<file path="src/rtl/sargantana_icache_pkg.sv">
// sargantana_icache_pkg: shared icache geometry, FSM state and vector types
package sargantana_icache_pkg;
  localparam int ICACHE_N_WAY = 4;
  localparam int TAG_WIDHT = 20;
  localparam int TAG_ADDR_WIDHT = 6;
  localparam int N_SETS = 2**TAG_ADDR_WIDHT;
  typedef enum logic [1:0] {INIT, IDLE, FLUSH} itag_ctrl_state_t;
  typedef logic [ICACHE_N_WAY-1:0] way_t;
  typedef logic [TAG_WIDHT-1:0] tag_t;
  typedef logic [TAG_ADDR_WIDHT-1:0] set_t;
endpackage

</file>
<file path="src/rtl/sargantana_itag_ctrl_if.sv">
// sargantana_itag_ctrl_if: requester and tag-memory signals of the tag controller
interface sargantana_itag_ctrl_if;
  import sargantana_icache_pkg::*;
  logic lookup_valid_i, lookup_ready_o;
  set_t lookup_addr_i;
  tag_t lookup_tag_i;
  logic rsp_valid_o, rsp_hit_o;
  way_t rsp_way_o;
  logic refill_valid_i, refill_ready_o;
  set_t refill_addr_i;
  tag_t refill_tag_i;
  way_t refill_way_i;
  logic flush_i, flush_done_o, busy_o;
  way_t mem_req_o;
  logic mem_we_o, mem_vbit_o;
  tag_t mem_data_o;
  set_t mem_addr_o;
  logic [ICACHE_N_WAY*TAG_WIDHT-1:0] mem_tag_way_i;
  way_t mem_vbit_i;
  modport slave (
    input lookup_valid_i, lookup_addr_i, lookup_tag_i, refill_valid_i, refill_addr_i,
          refill_tag_i, refill_way_i, flush_i, mem_tag_way_i, mem_vbit_i,
    output lookup_ready_o, rsp_valid_o, rsp_hit_o, rsp_way_o, refill_ready_o,
           flush_done_o, busy_o, mem_req_o, mem_we_o, mem_vbit_o, mem_data_o, mem_addr_o
  );
  modport master (
    output lookup_valid_i, lookup_addr_i, lookup_tag_i, refill_valid_i, refill_addr_i,
           refill_tag_i, refill_way_i, flush_i, mem_tag_way_i, mem_vbit_i,
    input lookup_ready_o, rsp_valid_o, rsp_hit_o, rsp_way_o, refill_ready_o,
          flush_done_o, busy_o, mem_req_o, mem_we_o, mem_vbit_o, mem_data_o, mem_addr_o
  );
endinterface

</file>
<file path="src/rtl/sargantana_itag_cmp.sv">
// sargantana_itag_cmp: per-way tag compare giving one-hot hit way and hit flag
module sargantana_itag_cmp import sargantana_icache_pkg::*; (
  input  logic [ICACHE_N_WAY*TAG_WIDHT-1:0] tag_way,
  input  way_t vbit,
  input  tag_t tag,
  output way_t way,
  output logic hit
);
  for (genvar w = 0; w < ICACHE_N_WAY; w++) begin : g_way
    assign way[w] = vbit[w] && tag_way[w*TAG_WIDHT +: TAG_WIDHT] == tag;
  end
  assign hit = |way;
endmodule

</file>
<file path="src/rtl/sargantana_itag_ctrl.sv">
// sargantana_itag_ctrl: arbitrates the tag-memory port between sweeps, refills and lookups
module sargantana_itag_ctrl import sargantana_icache_pkg::*; (
  input logic clk_i,
  input logic rst_i,
  sargantana_itag_ctrl_if.slave bus
);
  itag_ctrl_state_t state, state_nx;
  set_t cnt;
  logic pending, rsp_q, idle, last, sweep, refill_take, lookup_take, hit;
  tag_t tag_q;
  way_t hit_way;
  assign idle = state == IDLE;
  assign last = !idle && cnt == '1;
  assign sweep = !idle && !rst_i;
  assign refill_take = idle && !bus.flush_i && bus.refill_valid_i;
  assign lookup_take = idle && !bus.flush_i && !bus.refill_valid_i && bus.lookup_valid_i;
  // state, sweep counter and flush-pending flag; a flush seen mid-sweep is replayed at its end
  always_ff @(posedge clk_i or posedge rst_i)
    if (rst_i) begin
      state <= INIT;
      cnt <= '0;
      pending <= 1'b0;
    end else begin
      state <= state_nx;
      cnt <= idle ? '0 : cnt + 1'b1;
      pending <= !idle && !last && (pending || bus.flush_i);
    end
  // next state: flush wins in IDLE, a finished sweep chains into another if flush is pending
  always_comb
    state_nx = idle ? (bus.flush_i ? FLUSH : IDLE) :
               last ? ((pending || bus.flush_i) ? FLUSH : IDLE) : state;
  // lookup tag and response-valid registers, aligned with the 1-cycle memory read
  always_ff @(posedge clk_i or posedge rst_i)
    if (rst_i) begin
      rsp_q <= 1'b0;
      tag_q <= '0;
    end else begin
      rsp_q <= lookup_take;
      if (lookup_take) tag_q <= bus.lookup_tag_i;
    end
  sargantana_itag_cmp cmp (
    .tag_way(bus.mem_tag_way_i),
    .vbit(bus.mem_vbit_i),
    .tag(tag_q),
    .way(hit_way),
    .hit(hit)
  );
  // outputs: memory port mux by priority sweep > refill > lookup, plus handshakes and response
  always_comb begin
    bus.lookup_ready_o = idle && !bus.flush_i && !bus.refill_valid_i;
    bus.refill_ready_o = refill_take;
    bus.flush_done_o = last;
    bus.busy_o = !idle || pending;
    bus.mem_req_o = sweep ? '1 : refill_take ? bus.refill_way_i : lookup_take ? '1 : '0;
    bus.mem_we_o = sweep || refill_take;
    bus.mem_vbit_o = refill_take;
    bus.mem_data_o = refill_take ? bus.refill_tag_i : '0;
    bus.mem_addr_o = sweep ? cnt : refill_take ? bus.refill_addr_i : lookup_take ? bus.lookup_addr_i : '0;
    bus.rsp_valid_o = rsp_q;
    bus.rsp_hit_o = rsp_q && hit;
    bus.rsp_way_o = rsp_q ? hit_way : '0;
  end
endmodule
</file>
<file path="src/flat_wrapper.sv">
// flat-port wrapper written by rule: the top's interface ports become plain ports
module sargantana_itag_ctrl_flat import sargantana_icache_pkg::*;
  (clk_i, rst_i, bus_lookup_valid_i, bus_lookup_addr_i, bus_lookup_tag_i, bus_refill_valid_i, bus_refill_addr_i, bus_refill_tag_i, bus_refill_way_i, bus_flush_i, bus_mem_tag_way_i, bus_mem_vbit_i, bus_lookup_ready_o, bus_rsp_valid_o, bus_rsp_hit_o, bus_rsp_way_o, bus_refill_ready_o, bus_flush_done_o, bus_busy_o, bus_mem_req_o, bus_mem_we_o, bus_mem_vbit_o, bus_mem_data_o, bus_mem_addr_o);
  sargantana_itag_ctrl_if bus_i ();
  input logic clk_i;
  input logic rst_i;
  input wire logic [$bits(bus_i.lookup_valid_i)-1:0] bus_lookup_valid_i;
  input wire logic [$bits(bus_i.lookup_addr_i)-1:0] bus_lookup_addr_i;
  input wire logic [$bits(bus_i.lookup_tag_i)-1:0] bus_lookup_tag_i;
  input wire logic [$bits(bus_i.refill_valid_i)-1:0] bus_refill_valid_i;
  input wire logic [$bits(bus_i.refill_addr_i)-1:0] bus_refill_addr_i;
  input wire logic [$bits(bus_i.refill_tag_i)-1:0] bus_refill_tag_i;
  input wire logic [$bits(bus_i.refill_way_i)-1:0] bus_refill_way_i;
  input wire logic [$bits(bus_i.flush_i)-1:0] bus_flush_i;
  input wire logic [$bits(bus_i.mem_tag_way_i)-1:0] bus_mem_tag_way_i;
  input wire logic [$bits(bus_i.mem_vbit_i)-1:0] bus_mem_vbit_i;
  output wire logic [$bits(bus_i.lookup_ready_o)-1:0] bus_lookup_ready_o;
  output wire logic [$bits(bus_i.rsp_valid_o)-1:0] bus_rsp_valid_o;
  output wire logic [$bits(bus_i.rsp_hit_o)-1:0] bus_rsp_hit_o;
  output wire logic [$bits(bus_i.rsp_way_o)-1:0] bus_rsp_way_o;
  output wire logic [$bits(bus_i.refill_ready_o)-1:0] bus_refill_ready_o;
  output wire logic [$bits(bus_i.flush_done_o)-1:0] bus_flush_done_o;
  output wire logic [$bits(bus_i.busy_o)-1:0] bus_busy_o;
  output wire logic [$bits(bus_i.mem_req_o)-1:0] bus_mem_req_o;
  output wire logic [$bits(bus_i.mem_we_o)-1:0] bus_mem_we_o;
  output wire logic [$bits(bus_i.mem_vbit_o)-1:0] bus_mem_vbit_o;
  output wire logic [$bits(bus_i.mem_data_o)-1:0] bus_mem_data_o;
  output wire logic [$bits(bus_i.mem_addr_o)-1:0] bus_mem_addr_o;
  assign bus_i.lookup_valid_i = bus_lookup_valid_i;
  assign bus_i.lookup_addr_i = bus_lookup_addr_i;
  assign bus_i.lookup_tag_i = bus_lookup_tag_i;
  assign bus_i.refill_valid_i = bus_refill_valid_i;
  assign bus_i.refill_addr_i = bus_refill_addr_i;
  assign bus_i.refill_tag_i = bus_refill_tag_i;
  assign bus_i.refill_way_i = bus_refill_way_i;
  assign bus_i.flush_i = bus_flush_i;
  assign bus_i.mem_tag_way_i = bus_mem_tag_way_i;
  assign bus_i.mem_vbit_i = bus_mem_vbit_i;
  assign bus_lookup_ready_o = bus_i.lookup_ready_o;
  assign bus_rsp_valid_o = bus_i.rsp_valid_o;
  assign bus_rsp_hit_o = bus_i.rsp_hit_o;
  assign bus_rsp_way_o = bus_i.rsp_way_o;
  assign bus_refill_ready_o = bus_i.refill_ready_o;
  assign bus_flush_done_o = bus_i.flush_done_o;
  assign bus_busy_o = bus_i.busy_o;
  assign bus_mem_req_o = bus_i.mem_req_o;
  assign bus_mem_we_o = bus_i.mem_we_o;
  assign bus_mem_vbit_o = bus_i.mem_vbit_o;
  assign bus_mem_data_o = bus_i.mem_data_o;
  assign bus_mem_addr_o = bus_i.mem_addr_o;
  sargantana_itag_ctrl u_core (.clk_i(clk_i), .rst_i(rst_i), .bus(bus_i));
endmodule
</file>
<file path="config.mk">
export PLATFORM = sky130hd
export DESIGN_NAME = sargantana_itag_ctrl_flat
export DESIGN_NICKNAME = d
export VERILOG_FILES = /design/src/rtl/sargantana_icache_pkg.sv /design/src/rtl/sargantana_itag_ctrl_if.sv /design/src/rtl/sargantana_itag_cmp.sv /design/src/rtl/sargantana_itag_ctrl.sv /design/src/flat_wrapper.sv
export SDC_FILE = /design/constraint.sdc
export NUM_CORES = 1
export LEC_CHECK = 0
export BUFFER_PORTS_ARGS = -buffer_cell sky130_fd_sc_hd__buf_4
export CAP_MARGIN = 30
export CORE_ASPECT_RATIO = 0.5
export CORE_MARGIN = 4
export CORE_UTILIZATION = 37
export CTS_CLUSTER_SIZE = 40
export DETAILED_ROUTE_END_ITERATION = 10
export PLACE_DENSITY_LB_ADDON = 0.1
export SETUP_SLACK_MARGIN = 0.3
export SYNTH_ARGS = -nofsm -noshare
export SYNTH_HDL_FRONTEND = slang
export SYNTH_HIERARCHICAL = 1
export SYNTH_SLANG_ARGS = --single-unit
</file>
<file path="constraint.sdc">
create_clock -name clk_i -period 1.9 [get_ports clk_i]
set_clock_uncertainty 0.15 [all_clocks]
set_input_delay 0.38 -clock clk_i [delete_from_list [all_inputs] [get_ports clk_i]]
set_output_delay 0.38 -clock clk_i [all_outputs]
set_load 0.03 [all_outputs]
</file>
### Word level (Yosys, flattened, before mapping)

Cells that the tools add are included.

| storage, ports and cells | value |
|---|---|
| register bits | 30 |
| output and inout bits | 42 |
| logic and storage cells | 48 |

| operators by class | value |
|---|---|
| add/sub/neg operators | 1 |
| multiplexer cells | 13 |
| equal/unequal tests | 6 |
| reductions and logical operators | 23 |

Operator list:

| operator | count |
|---|---|
| $eq A20 B20 Y1 | 4 |
| $mux W6 | 4 |
| $mux W20 | 1 |
| $mux W4 | 4 |
| $logic_and A1 B1 Y1 | 13 |
| $mux W2 | 4 |
| $add A6 B1 Y6 const B | 1 |
| $eq A6 B6 Y1 const B | 1 |
| $logic_not A1 Y1 | 5 |
| $reduce_or A4 Y1 | 1 |
| $logic_or A1 B1 Y1 | 3 |
| $eq A2 B1 Y1 const B | 1 |
| $reduce_bool A2 Y1 | 1 |

### Logic depth before layout (Yosys ltp)

Gate-level depths: netlist (run 1).

| depth | value |
|---|---|
| word-level depth | 7 |
| depth in mapped cells | 6 |

### Hierarchy

Netlist (run 1), hierarchy kept.

By module, submodules not included:

| module | instances | cells each | sequential area each (um^2) | area an instance (um^2) |
|---|---|---|---|---|
| sargantana_itag_ctrl | 1 | 147 | 750.7 | 1630.3 |
| sargantana_itag_cmp | 1 | 111 | 0.0 | 925.9 |

### Least setup slack after synthesis (run 1)

OpenSTA, ideal clock, no wires.

| timing | value |
|---|---|
| kind | reg2out |
| from | reg u_core.state[1] |
| to | out bus_mem_addr_o[0] |
| data required time | 1.370 ns |
| path buffers | 0 |
| arrival | 1.864 ns |
| slack | -0.494 ns |
| stages on the path, launching flop included | 4 |
| cell sequence | dfrtp_1 > nor4b_4 > a32oi_1 > a21oi_1 |

| between the ends | value |
|---|---|
| word-level cells in the longest chain between the ends | 7 |
| elaborated cells between the ends (all ways) | 10 |
| those cells by class | 1 x eq/ne; 3 x mux; 6 x reduce/logical |

RTL lines:

| item | line | RTL |
|---|---|---|
| start: declaration | sargantana_itag_ctrl.sv:7 | `itag_ctrl_state_t state, state_nx;` |
| start signal: assignment | sargantana_itag_ctrl.sv:24 | `state <= state_nx;` |
| $eq A2 B1 Y1 | sargantana_itag_ctrl.sv:12 | `assign idle = state == IDLE;` |
| $logic_and A1 B1 Y1 (2 in a row) | - |  |
| via bus_lookup_ready_o | flat_wrapper.sv:17 | `output wire logic [$bits(bus_i.lookup_ready_o)-1:0] bus_lookup_ready_o;` |
| $logic_and A1 B1 Y1 | sargantana_itag_ctrl.sv:16 | `assign lookup_take = idle && !bus.flush_i && !bus.refill_valid_i && bus.lookup_valid_i;` |
| $mux W6 (3 in a row) | sargantana_itag_ctrl.sv:58 | `bus.mem_addr_o = sweep ? cnt : refill_take ? bus.refill_addr_i : lookup_take ? bus.lookup_addr_i : '0;` |
| end: declaration | flat_wrapper.sv:28 | `output wire logic [$bits(bus_i.mem_addr_o)-1:0] bus_mem_addr_o;` |

The timed path passes the listed nets, and every way through them passes these cells.

### Worst setup path in the final report (run 1)

| timing | value |
|---|---|
| from | reg u_core.tag_q[5] |
| to | out bus_rsp_hit_o |

| between the ends | value |
|---|---|
| word-level cells in the longest chain between the ends | 4 |
| elaborated cells between the ends (all ways) | 10 |
| those cells by class | 4 x eq/ne; 6 x reduce/logical |

RTL lines:

| item | line | RTL |
|---|---|---|
| start: declaration | sargantana_itag_ctrl.sv:10 | `tag_t tag_q;` |
| start signal: assignment | sargantana_itag_ctrl.sv:39 | `if (lookup_take) tag_q <= bus.lookup_tag_i;` |
| $eq A20 B20 Y1 | sargantana_itag_cmp.sv:10 | `assign way[w] = vbit[w] && tag_way[w*TAG_WIDHT +: TAG_WIDHT] == tag;` |
| $logic_and A1 B1 Y1 | sargantana_itag_cmp.sv:10 |  |
| via u_core.hit_way[3] | sargantana_itag_ctrl.sv:11 | `way_t hit_way;` |
| $reduce_or A4 Y1 | sargantana_itag_cmp.sv:12 | `assign hit = \|way;` |
| via u_core.hit | sargantana_itag_ctrl.sv:9 | `logic pending, rsp_q, idle, last, sweep, refill_take, lookup_take, hit;` |
| $logic_and A1 B1 Y1 | sargantana_itag_ctrl.sv:60 | `bus.rsp_hit_o = rsp_q && hit;` |
| end: declaration | flat_wrapper.sv:19 | `output wire logic [$bits(bus_i.rsp_hit_o)-1:0] bus_rsp_hit_o;` |

The timed path passes the listed nets, and every way through them passes these cells.

==> flow_summary.json, run 1 <==
{
  "std_cell_rows": 21,
  "cpPeakStageDelay_ns": 0.46,
  "first_global_vias": 3228,
  "yosysTopAreaCell": "dfrtp_1",
  "grt_pass1_wl_um": 15900,
  "dp.cells": 551,
  "worstMarginPinSlew_ns": 0.293,
  "synth_compound_area_share_pct": 4.99,
  "slew-limit-headroom_pct": 80.3,
  "initial_utilization_pct": 38.2,
  "synthXorXnorAreaFrac_pct": 28.4,
  "worst_skew_pair.late_latency_ns": 0.28,
  "synthDistinctLibCells": 35,
  "detail_route.iter0.violations": 74,
  "n_fill_cell": 423,
  "synth_top_family_by_area": "XOR/XNOR gates",
  "synth.net_count": 404,
  "status": "finished with violations",
  "required_ns": 1.37,
  "nets": 643,
  "ys_top_cells_by_count": "49 x xnor2_1, 34 x xor2_1, 30 x dfrtp_1, 25 x and2_1, 15 x mux2_4",
  "ys_seq_elements": 30,
  "start_kind": "flip-flop",
  "cap_violations": 0,
  "cts-root-buf": "clkbuf_16",
  "wl_per_cell_um": 18.5,
  "arrival_ns": 2.09,
  "drt-vias-per-instance": 4.93,
  "yosys.area_share.simple_pct": 22.7,
  "synth_top_area_share_pct": 29.4,
  "period_minus_slack_ns": 2.62,
  "worst_slack_ns": -0.721,
  "max_freq_mhz": 382,
  "synth.most_common_cell": "xnor2_1",
  "syn_to_final_growth_pct": 111,
  "io_buffers": 186,
  "hold_class": "in2reg",
  "power_mw": 2.18,
  "drcViolationCount": 0,
  "final.period_utilization_pct": 138,
  "placed_cell_area_um2": 4390,
  "ys_seq_area_share_pct": 29.4,
  "stdcell_count": 590,
  "cts_buffer_depth": 2,
  "dieArea_um2": 8380,
  "async_flop_share_pct": 100,
  "die_x_um": 126,
  "antenna_found_initial": 0,
  "netlist_area_um2": 2560,
  "whs_ns": 0.178,
  "total_leakage_power_nw": 2.63,
  "endpoint_kind": "output pin",
  "grt_max_degree": 27,
  "slew_violations": 0,
  "syn-instance-count": 258,
  "core-area_um2": 6700,
  "design_area_um2": 5400,
  "synth_edf_count": 0,
  "synthTopCellsByArea": "dfrtp_1 29%, xnor2_1 17%, xor2_1 12%, mux2_4 8.8%, and2_1 6.1%",
  "synth_mux_area_share_pct": 11.0,
  "clkSinkCount": 30,
  "critPathKind": "reg2out",
  "overflow": 0,
  "dr_total_vias": 2910,
  "fp.dieH_um": 66.8,
  "path_cells": "xor2_1 > nor4_1 > nand3_1 > nor4_2 > or4_1 > and2_4 > buf_6",
  "max-vdd-ir-drop_uv": 282,
  "failed_checks": "negative setup slack",
  "grt_use_total_pct": 24.3,
  "crit_buf_inv": 1,
  "ios": 187,
  "cp_top_family": "simple AND/OR/NAND/NOR gates",
  "numCtsBuffers": 5,
  "synth_ff_type": "dfrtp_1",
  "cts.htree.levels": 2,
  "hold_viol": 0,
  "place.gp.congestion": 0.900,
  "crit_fanout": 5,
  "setup_viol_count_final": 60,
  "crit_slowest_cell": "dfrtp_2",
  "p_per_area_nw_per_um2": 403,
  "ant_nets": 0,
  "rsz0062_at_grt": "true",
  "drt-pass1-iter-count": 4,
  "dpl.hpwl_um": 7580,
  "cts_tree": "yes",
  "avgSynthCellArea_um2": 9.91,
  "yosys_warnings": 6,
  "antenna_cells": 0,
  "finalWirelength_um": 10900,
  "drive_gt1_share_pct": 69.3,
  "synth_fa_ha_area_share_pct": 0.489,
  "path_clk_slew_ns": 0.05
}
## cells in the final DEF (no fill, tap or decap), types with 6 or more instances in the layout
cell	netlist	routed
nor3_1	8	7
dfrtp_2	0	9
a21oi_2	0	6
nor2_1	6	6
nor4_1	8	6
xor2_1	34	33
dfrtp_1	30	21
buf_4	1	175
and2_4	0	25
buf_12	0	8
nand4_1	10	10
clkbuf_16	0	6
mux2_4	15	19
xnor2_1	49	49
nand3_1	11	6
buf_6	2	51
## metal layers
| layer | GRT usage (%) | vias to the layer above | wire, µm |
|---|---|---|---|
| met5 | 0 | - | 0 |
| met4 | 7.43 | 0 | 221 |
| met3 | 6.89 | 18 | 881 |
| met2 | 44.9 | 121 | 5530 |
| met1 | 27.6 | 1391 | 4270 |
| li1 | - | 1380 | - |
## sequential cells by signal, indices dropped and copies added (netlist names)
register                flops
u_core/cnt                  6
u_core/tag_q               20
u_core/pending              1
u_core/state                2
u_core/bus.rsp_valid_o      1
## worst paths after layout
kind,startpoint,end,slack (ns),cells past startpoint
max,u_core/tag_q[5],bus_rsp_hit_o,-0.72,7
min,bus_lookup_tag_i[4],u_core/tag_q[4],0.18,2
max reg2reg,u_core/state[0],u_core/tag_q[12],-0.04,7
min reg2reg,u_core/tag_q[7],u_core/tag_q[7],0.45,1
max in group asynchronous,rst_i,u_core/tag_q[5],0.68,4
min in group asynchronous,rst_i,u_core/cnt[1],0.49,3
## cell type report
cell class | instances | area, µm² | share of cell area [%]
clock buffer | 6 | 139 | 2.57
clock inverter | 2 | 60.1 | 1.11
inverter | 3 | 11.3 | 0.209
multi-input combinational | 214 | 2060 | 38.2
sequential | 30 | 762 | 14.1
tap | 92 | 115 | 2.13
timing repair buffer | 243 | 2250 | 41.7
## cells by family (layout without fill, tap and decap cells)
logic type,count (synthesis),in the layout
XOR/XNOR,83,83
buffers and inverters,15,254
AO/OA/AOI/OAI,19,19
adder cells (fa/ha/maj),1,1
AND/OR/NAND/NOR,90,91
flip-flops,30,30
multiplexers,20,20
## power by group
group / internal (mW) / total, mW / switching [mW]
combinational: 0.282 / 0.460 / 0.178
clock: 0.787 / 1.08 / 0.293
sequential: 0.639 / 0.639 / 0.0000000000000000554
## worst register-to-register path, delay by kind of cell (launching register included)
family / cells / cell delay, ns
AND/OR/NAND/NOR: 2 / 0.32
flip-flops: 1 / 0.43
buffers and inverters: 4 / 0.62
multiplexers: 1 / 0.30
## metrics by stage
step / setup WS, ns / util [%] / setup TNS (ns)
6_report: -0.721 / 80.6 / -11.46
5_1_grt: -0.828 / 80.6 / -15.13
3_3_place_gp: -0.505 / 65.5 / -2.04
2_1_floorplan: -0.282 / - / -3.95
3_5_place_dp: -0.636 / 65.5 / -2.50
4_1_cts: -0.721 / 77.2 / -10.94
## timing repair
action                                 CTS  global route
hold buffers                             1             0
endpoints found under the hold margin    4             0
resized for setup                       79            28
setup endpoints to repair               62            63
setup buffers                           14             8
cloned                                   7             1
pin swaps                               17            31
Note: power is estimated with default switching activity, not from simulation.
==> run 2: changes to the inputs <==
==> constraint.sdc (replaced) <==
create_clock -name clk_i -period 2.4 [get_ports clk_i]
set_clock_uncertainty 0.15 [all_clocks]
set_input_delay 0.48 -clock clk_i [delete_from_list [all_inputs] [get_ports clk_i]]
set_output_delay 0.48 -clock clk_i [all_outputs]
set_load 0.03 [all_outputs]
==> flow_summary.json, run 2 (synthesis results as in run 1) <==
{
  "status": "finished with violations",
  "failed_checks": "negative setup slack",
  "overflow": 0,
  "slew_violations": 0,
  "max-vdd-ir-drop_uv": 334,
  "syn_to_final_growth_pct": 95.9,
  "grt_max_degree": 26,
  "drcViolationCount": 0,
  "grt_pass1_wl_um": 14700,
  "drive_gt1_share_pct": 68.8,
  "rsz0062_at_grt": "true",
  "slew-limit-headroom_pct": 75.0,
  "endpoint_kind": "output pin",
  "critPathKind": "reg2out",
  "cap_violations": 0,
  "dr_total_vias": 2764,
  "switchingPower_uw": 365,
  "place.gp.congestion": 0.904,
  "crit_slowest_cell": "dfrtp_2",
  "fp.dieH_um": 66.8,
  "required_ns": 1.77,
  "cp_top_family": "simple AND/OR/NAND/NOR gates",
  "layout_common_cells": "172 x buf_4, 49 x xnor2_1, 46 x buf_6",
  "cpPeakStageDelay_ns": 0.46,
  "max_freq_mhz": 374,
  "final.period_utilization_pct": 111,
  "core-area_um2": 6700,
  "arrival_ns": 2.04,
  "p_per_area_nw_per_um2": 342,
  "p_int_mw": 1.35,
  "worst_slack_ns": -0.274,
  "dpl.hpwl_um": 7290,
  "nets": 625,
  "numCtsBuffers": 5,
  "largest_register_ffs": 20,
  "hold_class": "in2async",
  "dieArea_um2": 8380,
  "power_mw": 1.71,
  "crit_buf_inv": 1,
  "setup_viol_count_final": 5,
  "reg_top3": "u_core/tag_q (20), u_core/cnt (6), u_core/state (2)",
  "cts_buffer_depth": 2,
  "finalWirelength_um": 9570,
  "path_clk_slew_ns": 0.05,
  "critical_path.startpoint": "u_core/tag_q[5]",
  "final_common_cell": "buf_4",
  "grt_use_total_pct": 22.6,
  "period_minus_slack_ns": 2.67,
  "worst_skew_pair.late_latency_ns": 0.27,
  "ant_nets": 0,
  "initial_utilization_pct": 38.2,
  "drt-pass1-iter-count": 4,
  "reg2reg_from": "u_core/state[0]",
  "start_kind": "flip-flop",
  "io_buffers": 186,
  "n_fill_cell": 475,
  "power.share.sequential_pct": 29.6,
  "dp.cells": 538,
  "hold_viol": 0,
  "stdcell_count": 572,
  "design_area_um2": 5010,
  "whs_ns": 0.0191,
  "cts-root-buf": "clkbuf_16",
  "path_cells": "xor2_1 > nor4_1 > nand3_1 > nor4_2 > or4_1 > and2_4 > buf_6",
  "wl_per_cell_um": 16.7,
  "detail_route.iter0.violations": 63,
  "clkSinkCount": 30,
  "ios": 187,
  "tns_ns": -0.840,
  "placed_cell_area_um2": 4170,
  "top_register": "u_core/tag_q",
  "worstMarginPinSlew_ns": 0.375,
  "antenna_cells": 0,
  "cts_tree": "yes",
  "swShare_pct": 21.3,
  "cts_hold_buf": 0,
  "first_global_vias": 3007,
  "antenna_found_initial": 0,
  "die_x_um": 126,
  "drt-vias-per-instance": 4.83,
  "total_leakage_power_nw": 2.44,
  "cts.htree.levels": 2,
  "crit_fanout": 5,
  "combPwrFrac_pct": 20.4,
  "std_cell_rows": 21,
  "clkPwrFrac_pct": 50.0
}
run 2: cell types whose count changed in the layout (fill, tap and decap cells not counted), sizes merged:
| cell | before | now |
|---|---|---|
| buf | 241 | 225 |
| clkbuf | 7 | 6 |
| dlygate4sd3 | 1 | 0 |
run 2: through the flow:
| step | worst slack, ns | utilization, % |
|---|---|---|
| after floorplan | 0.0330 | - |
| after global placement | -0.150 | 62.2 |
| after detailed placement | -0.175 | 62.2 |
| after CTS | -0.249 | 73.2 |
| after global routing | -0.369 | 74.8 |
| final | -0.274 | 74.8 |
run 2: final timing paths:
| check | to | slack [ns] | depth (start not counted) |
|---|---|---|---|
| min | u_core/cnt[0] | 0.02 | 2 |
| min in group clk_i | u_core/tag_q[3] | 0.28 | 2 |
| max reg2reg | u_core/tag_q[14] | 0.54 | 5 |
| max in group asynchronous | u_core/tag_q[7] | 1.46 | 3 |
| max | bus_rsp_hit_o | -0.27 | 7 |
| min reg2reg | u_core/cnt[0] | 0.39 | 2 |
run 2: layer usage:
metal / vias up / track usage (%) / share of wire (%)
li1: 1342 / - / -
met1: 1310 / 25.4 / 39
met2: 102 / 42.5 / 53
met3: 10 / 6.65 / 7.6
met4: 0 / 5.81 / 1.2
met5: - / 0 / 0
run 2: power by group through the flow:
stage / Sequential, mW / Combinational (mW) / Clock (mW)
floorplan: 0.515 / 0.106 / 0
finish: 0.506 / 0.349 / 0.856
detailed placement: 0.515 / 0.330 / 0
global route: 0.506 / 0.375 / 0.900
CTS: 0.506 / 0.349 / 0.869
global placement: 0.515 / 0.323 / 0
run 2: worst register-to-register path, stage by stage, from the launching register on:
cell and delay [ns]:
dfrtp_1 0.42, nor4b_4 0.15, buf_6 0.14, nand2_4 0.12, buf_4 0.37, mux2_2 0.39
run 2: layout make-up:
cell class	count	area (µm²)	area share [%]
multi-input cells	214	1960	39.2
repair buffers	225	1950	39.0
flip-flops and latches	30	769	15.4
clock buffers	6	139	2.77
well taps	92	115	2.30
clock inverters	2	60.1	1.20
inverters	3	11.3	0.225
run 2: repair_timing:
action	CTS	global route
pin swaps	36	19
endpoints found under the hold margin	0	0
buffers inserted	12	9
gates resized for setup	104	10
setup endpoints to repair	36	40
cloned	5	0
==> run 3: changes to the inputs <==
--- a/config.mk
+++ b/config.mk
@@ -13,6 +13,7 @@
 export CTS_CLUSTER_SIZE = 40
 export DETAILED_ROUTE_END_ITERATION = 10
 export PLACE_DENSITY_LB_ADDON = 0.1
+export REMOVE_ABC_BUFFERS = 1
 export SETUP_SLACK_MARGIN = 0.3
 export SYNTH_ARGS = -nofsm -noshare
 export SYNTH_HDL_FRONTEND = slang
==> constraint.sdc (replaced) <==
create_clock -name clk_i -period 2.4 [get_ports clk_i]
set_clock_uncertainty 0.15 [all_clocks]
set_input_delay 0.12 -clock clk_i [delete_from_list [all_inputs] [get_ports clk_i]]
set_output_delay 0.12 -clock clk_i [all_outputs]
set_load 0.03 [all_outputs]
==> flow_summary.json, run 3 (synthesis results as in run 1) <==
{
  "status": "completed",
  "cpPeakStageDelay_ns": 0.45,
  "whs_path_depth": 3,
  "ios": 187,
  "worst_slack_ns": 0.0820,
  "grt_use_met2_pct": 42.0,
  "ant_nets": 0,
  "path_cells": "xor2_1 > nor4_1 > nand4_1 > nor4_2 > or4_1 > and2_4 > buf_6",
  "period_minus_slack_ns": 2.32,
  "total_leakage_power_nw": 2.22,
  "reg_top3": "u_core/tag_q (20), u_core/cnt (6), u_core/state (2)",
  "dr_total_vias": 2730,
  "worstMarginPinSlew_ns": 0.444,
  "switchingPower_uw": 335,
  "antenna_found_initial": 0,
  "cts_buffer_depth": 2,
  "setup_viol_count_final": 0,
  "cp_top_family": "simple AND/OR/NAND/NOR gates",
  "grt_max_degree": 34,
  "nets": 623,
  "io_buffers": 186,
  "dpl.hpwl_um": 7180,
  "cts.htree.levels": 2,
  "place.gp.congestion": 0.869,
  "worst_skew_pair.late_latency_ns": 0.27,
  "endpoint": "bus_rsp_hit_o",
  "crit_buf_inv": 1,
  "gr-usage-met1_pct": 21.9,
  "syn_to_final_growth_pct": 78.5,
  "power.share.sequential_pct": 34.9,
  "cts-root-buf": "clkbuf_16",
  "max_freq_mhz": 431,
  "grt_use_total_pct": 20.9,
  "first_global_vias": 3070,
  "rrSetupSlack_ns": 0.63,
  "r2r_cells": 3,
  "core-area_um2": 6700,
  "rsz0062_at_grt": "true",
  "slew_violations": 0,
  "finalWirelength_um": 9300,
  "numCtsBuffers": 5,
  "swShare_pct": 23.1,
  "stdcell_count": 569,
  "slew-limit-headroom_pct": 70.4,
  "critPathKind": "reg2out",
  "fin_util_pct": 68.1,
  "antenna_cells": 0,
  "place_ws_ns": 0.243,
  "final_common_cell": "buf_4",
  "reg2reg_from": "u_core/state[1]",
  "p_int_mw": 1.11,
  "die_x_um": 126,
  "dieArea_um2": 8380,
  "dp.cells": 527,
  "hold_viol": 0,
  "drive_gt1_share_pct": 54.9,
  "crit_fanout": 5,
  "critical_path.startpoint": "u_core/tag_q[0]",
  "drt-pass1-iter-count": 4,
  "cap_violations": 0,
  "worstHoldStart": "bus_flush_i",
  "start_kind": "flip-flop",
  "critical_path_depth": 7,
  "overflow": 0,
  "arrival_ns": 2.05,
  "initial_utilization_pct": 38.2,
  "tns_ns": 0,
  "fp.dieH_um": 66.8,
  "combPwrFrac_pct": 25.0,
  "final.period_utilization_pct": 96.6,
  "grt_use_met3_pct": 5.84,
  "largest_register_ffs": 20,
  "wl_per_cell_um": 16.3,
  "clkSinkCount": 30,
  "r2r-end": "u_core/tag_q[7]",
  "grt_pass1_wl_um": 13800,
  "power_mw": 1.45,
  "std_cell_rows": 21,
  "max-vdd-ir-drop_uv": 228,
  "cts_tree": "yes",
  "endpoint_kind": "output pin",
  "drt-vias-per-instance": 4.80,
  "path_clk_slew_ns": 0.05,
  "hold_class": "in2reg",
  "p_per_area_nw_per_um2": 318,
  "layout_common_cells": "198 x buf_4, 49 x xnor2_1, 33 x xor2_1",
  "clkPwrFrac_pct": 40.0,
  "grt.busiest_layer": "met2",
  "top_register": "u_core/tag_q",
  "detail_route.iter0.violations": 57,
  "required_ns": 2.13,
  "drcViolationCount": 0,
  "crit_slowest_cell": "dfrtp_2"
}
-- run 3: final cells by class --
cell class,count,area [µm²]
fillers,533,2140
multi-input cells,214,1790
repair buffers,223,1740
flip-flops and latches,30,773
clock buffers,7,133
well taps,92,115
inverters,3,11.3
-- run 3: worst min path at each step --
stage	end	slack, ns
2_1_floorplan	u_core/bus.rsp_valid_o	0.06
3_3_place_gp	u_core/cnt[0]	0.12
3_5_place_dp	u_core/cnt[0]	0.13
4_1_cts	u_core/state[1]	0.07
5_1_grt	u_core/state[1]	0.1
6_report	u_core/pending	0.1
-- run 3: power groups by stage --
stage / sequential (mW) / combinational, mW / clock (mW)
after global placement: 0.515 / 0.329 / 0
after detailed placement: 0.515 / 0.331 / 0
after CTS: 0.506 / 0.364 / 0.597
final: 0.507 / 0.363 / 0.580
after global routing: 0.506 / 0.388 / 0.625
after floorplan: 0.515 / 0.0973 / 0
-- run 3: what timing repair did --
item | CTS | global route
hold endpoints to repair | 50 | 0
pin swaps | 22 | 8
resized for setup | 27 | 3
cloned | 0 | 1
setup endpoints to repair | 11 | 8
hold buffers | 21 | 0
buffers inserted | 8 | 5
-- run 3: metrics by stage --
stage / cell area, µm² / hold WS, ns
after floorplan: 2490 / 0.0608
after detailed placement: 4020 / 0.134
after global placement: 4020 / 0.124
after CTS: 4510 / 0.0668
final: 4560 / 0.0955
after global routing: 4560 / 0.0968
-- run 3: per-layer routing --
metal	up-vias	wire [µm]
met5	-	0
met4	0	106
met3	10	734
met2	107	4940
met1	1279	3520
li1	1334	-
-- run 3: worst reg2reg max path, stage by stage (launching register included) --
cell,delay (ns)
dfrtp_2,0.45
nor4b_4,0.34
nand2_4,0.32
mux2_4,0.39
